### src/rtl/regfile_arb.sv
// regfile_arb: two-requester arbiter in front of eight external 8-bit registers
// Ports: clk, reset (sync, active-high); a_*/b_* request/we/addr/wdata in, ack/rdata out;
//        reg_en/reg_d drive the register writes, reg_q returns their contents; busy in ACCESS/DONE.
// Build option: define RR_ARB_EN for round-robin conflict resolution; otherwise A has fixed priority.
module regfile_arb (
    input  logic        clk,
    input  logic        reset,
    input  logic        a_req,
    input  logic        a_we,
    input  logic [2:0]  a_addr,
    input  logic [7:0]  a_wdata,
    output logic        a_ack,
    output logic [7:0]  a_rdata,
    input  logic        b_req,
    input  logic        b_we,
    input  logic [2:0]  b_addr,
    input  logic [7:0]  b_wdata,
    output logic        b_ack,
    output logic [7:0]  b_rdata,
    output logic [7:0]  reg_en,
    output logic [7:0]  reg_d,
    input  logic [63:0] reg_q,
    output logic        busy
);
    typedef enum logic [1:0] {IDLE, ACCESS, DONE} state_t;
    state_t state, state_nxt;
    logic       grant_b, start, l_b, l_we;
    logic [2:0] l_addr;
    logic [7:0] l_wdata, rd_val;
    assign start = state == IDLE && (a_req || b_req);
`ifdef RR_ARB_EN
    logic last_b;
    assign grant_b = b_req && (!a_req || !last_b);
    always_ff @(posedge clk)
        if (reset) last_b <= 1'b1;
        else if (start) last_b <= grant_b;
`else
    assign grant_b = b_req && !a_req;
`endif
    always_comb begin
        state_nxt = IDLE;
        case (state)
            IDLE:    state_nxt = start ? ACCESS : IDLE;
            ACCESS:  state_nxt = DONE;
            default: state_nxt = IDLE;
        endcase
    end
    always_ff @(posedge clk)
        state <= reset ? IDLE : state_nxt;
    always_ff @(posedge clk)
        if (start) begin
            l_b     <= grant_b;
            l_we    <= grant_b ? b_we : a_we;
            l_addr  <= grant_b ? b_addr : a_addr;
            l_wdata <= grant_b ? b_wdata : a_wdata;
        end
    // reg_d is loaded only when a write is granted so it holds through reads and idle
    always_ff @(posedge clk)
        if (reset) reg_d <= 8'h00;
        else if (start && (grant_b ? b_we : a_we)) reg_d <= grant_b ? b_wdata : a_wdata;
    assign rd_val = l_we ? l_wdata : reg_q[8*l_addr +: 8];
    always_ff @(posedge clk)
        if (reset) begin
            a_rdata <= 8'h00;
            b_rdata <= 8'h00;
        end else if (state == ACCESS) begin
            if (l_b) b_rdata <= rd_val;
            else a_rdata <= rd_val;
        end
    // decoded from state so a reset in ACCESS still presents the write and a reset in DONE keeps the ack
    assign reg_en = (state == ACCESS && l_we) ? 8'h01 << l_addr : 8'h00;
    assign a_ack  = state == DONE && !l_b;
    assign b_ack  = state == DONE && l_b;
    assign busy   = state != IDLE;
endmodule
### config.mk
export PLATFORM = sky130hd
export DESIGN_NAME = regfile_arb
export DESIGN_NICKNAME = d
export VERILOG_FILES = /design/src/rtl/regfile_arb.sv
export SDC_FILE = /design/constraint.sdc
export NUM_CORES = 1
export LEC_CHECK = 0
export BUFFER_PORTS_ARGS = -buffer_cell sky130_fd_sc_hd__buf_2
export CAP_MARGIN = 20
export CORE_MARGIN = 3
export CORE_UTILIZATION = 30
export CTS_CLUSTER_SIZE = 20
export DETAILED_ROUTE_END_ITERATION = 10
export PLACE_DENSITY = 0.7
export SYNTH_ARGS = -nofsm -noshare
export SYNTH_HDL_FRONTEND = slang
export SYNTH_SLANG_ARGS = --single-unit
export TNS_END_PERCENT = 5
### constraint.sdc
create_clock -name clk -period 2.34 [get_ports clk]
set_input_delay 0.351 -clock clk [delete_from_list [all_inputs] [get_ports clk]]
set_output_delay 0.351 -clock clk [all_outputs]
set_load 0.02 [all_outputs]
==> impl_metrics.csv <==
group,metric,value,unit
route,dr_wl_met3,580,um
place,dpl_cell_area,2960,sq um
route,num_vias,2166,
sta,period_needed,2.04,ns
floorplan,die_height,93.4,um
worst_setup_path,worst_setup_path_end_kind,"output port",
sta,fin_skew,0.0113,ns
logic_synthesis,synth_area,2290,sq um
cells_and_area,finish.instance_area,3070,sq um
cells_and_area,drive_gt1_frac,0.493,
route,wl,6.43,mm
power_and_ir_drop,power.total,1.88,mW
logic_synthesis,synth_edf_count,13,
logic_synthesis,synth-seq-cells,39,
floorplan,ios,127,
cts,cts_buffer_depth,2,
cts,clockRootBuffer,"clkbuf_8",
place,dp_hpwl,5.20,mm
min_path,worst_hold_path_type,"input pin to flop",
worst_setup_path,cp.arrival,1.69,ns
floorplan,fp.coreArea,7330,sq um
global_route,antenna_found_initial,0,
sta,worst_slew_pin_slew,0.644,ns
sta,min_period_over_period,0.872,
place,placedCellCount,434,
cts,cts_max_level,2,
global_route,grt_max_degree,28,
worst_setup_path,critPathRequiredTime,1.99,ns
cts,post-cts-setup-buffers,0,
cells_and_area,final_cell_mix,"buf_2 (126), nor2_1 (31), mux2i_1 (27)",
sta,setup-tns-final,0,ns
global_route,grt_remaining_overflow,0,
sta,relSlewSlack,0.571,
place,place_congestion,0.720,
cells_and_area,final_common_cell,"buf_2",
logic_synthesis,synth_area_per_cell,10.3,sq um
route,routed.top_layer,"met4",
cells_and_area,area_growth,34.0,%
global_route,first_global_vias,2052,
logic_synthesis,synth_cells,223,
route,viasPerCell,4.90,
place,dpl_worst_slack,0.488,ns
sta,hold_ws,0.354,ns
floorplan,die_area,8730,sq um
logic_synthesis,ys_warn_count,0,
run,maxCapViolations,0,
cells_and_area,stdcell_count,442,
logic_synthesis,synth_cell_types,40,
logic_synthesis,syn_nets,315,
cells_and_area,fin_util,0.419,
global_route,grt_pass1_wl,10.1,mm
floorplan,rows,31,
cells_and_area,nNetsFinal,434,
floorplan,die_w,93.4,um
sta,setup_violations,0,
logic_synthesis,synth-seq-area-share,0.397,
worst_setup_path,path_class,"flop to output port",
route,ant_nets,0,
cts,clk_latency,0.29,ns
route,met2_length,3.06,mm
cts,numCtsBuffers,5,
logic_synthesis,synthArstFlopShare,0,
worst_setup_path,crit_fanout,20,
route,m1WireLength,2.76,mm
sta,timing.fmax,490,MHz
global_route,track_usage,0.145,
route,dr.pass1.iters,4,
place,numPortBuffers,126,
cts,cts_resized,0,
cts,cts.sink_count,39,
cells_and_area,n_antenna_cell,0,
outcome,outcome,"complete, no violations",
floorplan,initial_core_util,0.313,
cts,cts_tree,"done",
sta,worst_slack,0.300,ns
power_and_ir_drop,p_leak,1.41,nW
logic_synthesis,synth_flop_cell,"dfxtp_1",
sta,slew_viol_final,0,
worst_setup_path,worst_setup_path_start_kind,"flop",
route,drc,0,
route,initialDrtViolationCount,75,
sta,rsz0062_at_grt,"false",
cts,clk_pin_slew_worst_paths,0.08,ns
route,wl_per_cell,14.6,um
sta,finalHoldViolCount,0,
power_and_ir_drop,ir_drop,0.361,mV
power_and_ir_drop,power.density,612,nW/um^2
cts,hold_buffers,0,
-- area by class of cell --
class                   instances  area, sq um
flip-flops and latches         39          911
clock inverters                 3         46.3
well taps                      99          124
inverters                       2         7.51
repair buffers                133          683
fillers                       738         4260
multi-input cells             161         1230
clock buffers                   5         68.8
-- critical path, stage by stage, from the launching register on --
cell and delay, ns:
edfxtp_1 0.67, inv_1 0.22, nand3_1 0.16, nor3_1 0.16, buf_2 0.19
-- path summary, 6_finish.rpt --
check	endpoint	startpoint	slack [ns]	cells past startpoint
worst max-delay path	reg_en[0]	l_addr[2]$_DFFE_PP_	0.30	4
worst min-delay path	l_we$_DFFE_PP_	a_we	0.35	3
worst max register to register	b_rdata[0]$_SDFFE_PP0P_	l_addr[1]$_DFFE_PP_	0.49	5
worst min register to register	reg_d[7]$_SDFFE_PP0P_	reg_d[7]$_SDFFE_PP0P_	0.50	2
-- sequential cells by signal, summed over array words and instances (netlist names) --
| register | cells |
|---|---|
| a_rdata | 8 |
| b_rdata | 8 |
| l_addr | 3 |
| l_b | 1 |
| l_wdata | 8 |
| l_we | 1 |
| reg_d | 8 |
| state | 2 |
-- Yosys cell counts (6+ instances only) --
library cell / number / area share
nor2_1: 31 / 0.051
mux2i_1: 27 / 0.12
nand2_1: 14 / 0.023
a311oi_1: 6 / 0.023
edfxtp_1: 13 / 0.17
buf_2: 6 / 0.013
a21oi_1: 14 / 0.031
a311oi_2: 8 / 0.052
dfxtp_1: 26 / 0.23
mux2_2: 11 / 0.054
nor4_1: 6 / 0.016
a2bb2oi_1: 6 / 0.023
-- report_power, final --
part           total, mW  internal, mW  switching, mW
logic              0.503         0.229          0.273
clock network      0.565         0.321          0.244
registers          0.814         0.764         0.0499
-- routing by layer --
metal  up-vias  global-route usage
met5         -                   0
li1       1070                   -
met1       992               0.187
met2        99               0.241
met3         5              0.0442
met4         0              0.0293
-- cell families (layout without fill, tap and decap cells) --
kind of cell | Yosys count | count (layout) | synth area share
buffers and inverters | 23 | 143 | 0.0649
and+or+nand+nor | 72 | 72 | 0.151
muxes | 41 | 41 | 0.201
AOI/OAI and AO/OA | 48 | 48 | 0.186
DFF | 39 | 39 | 0.397
(Power assumes the default switching activity.)
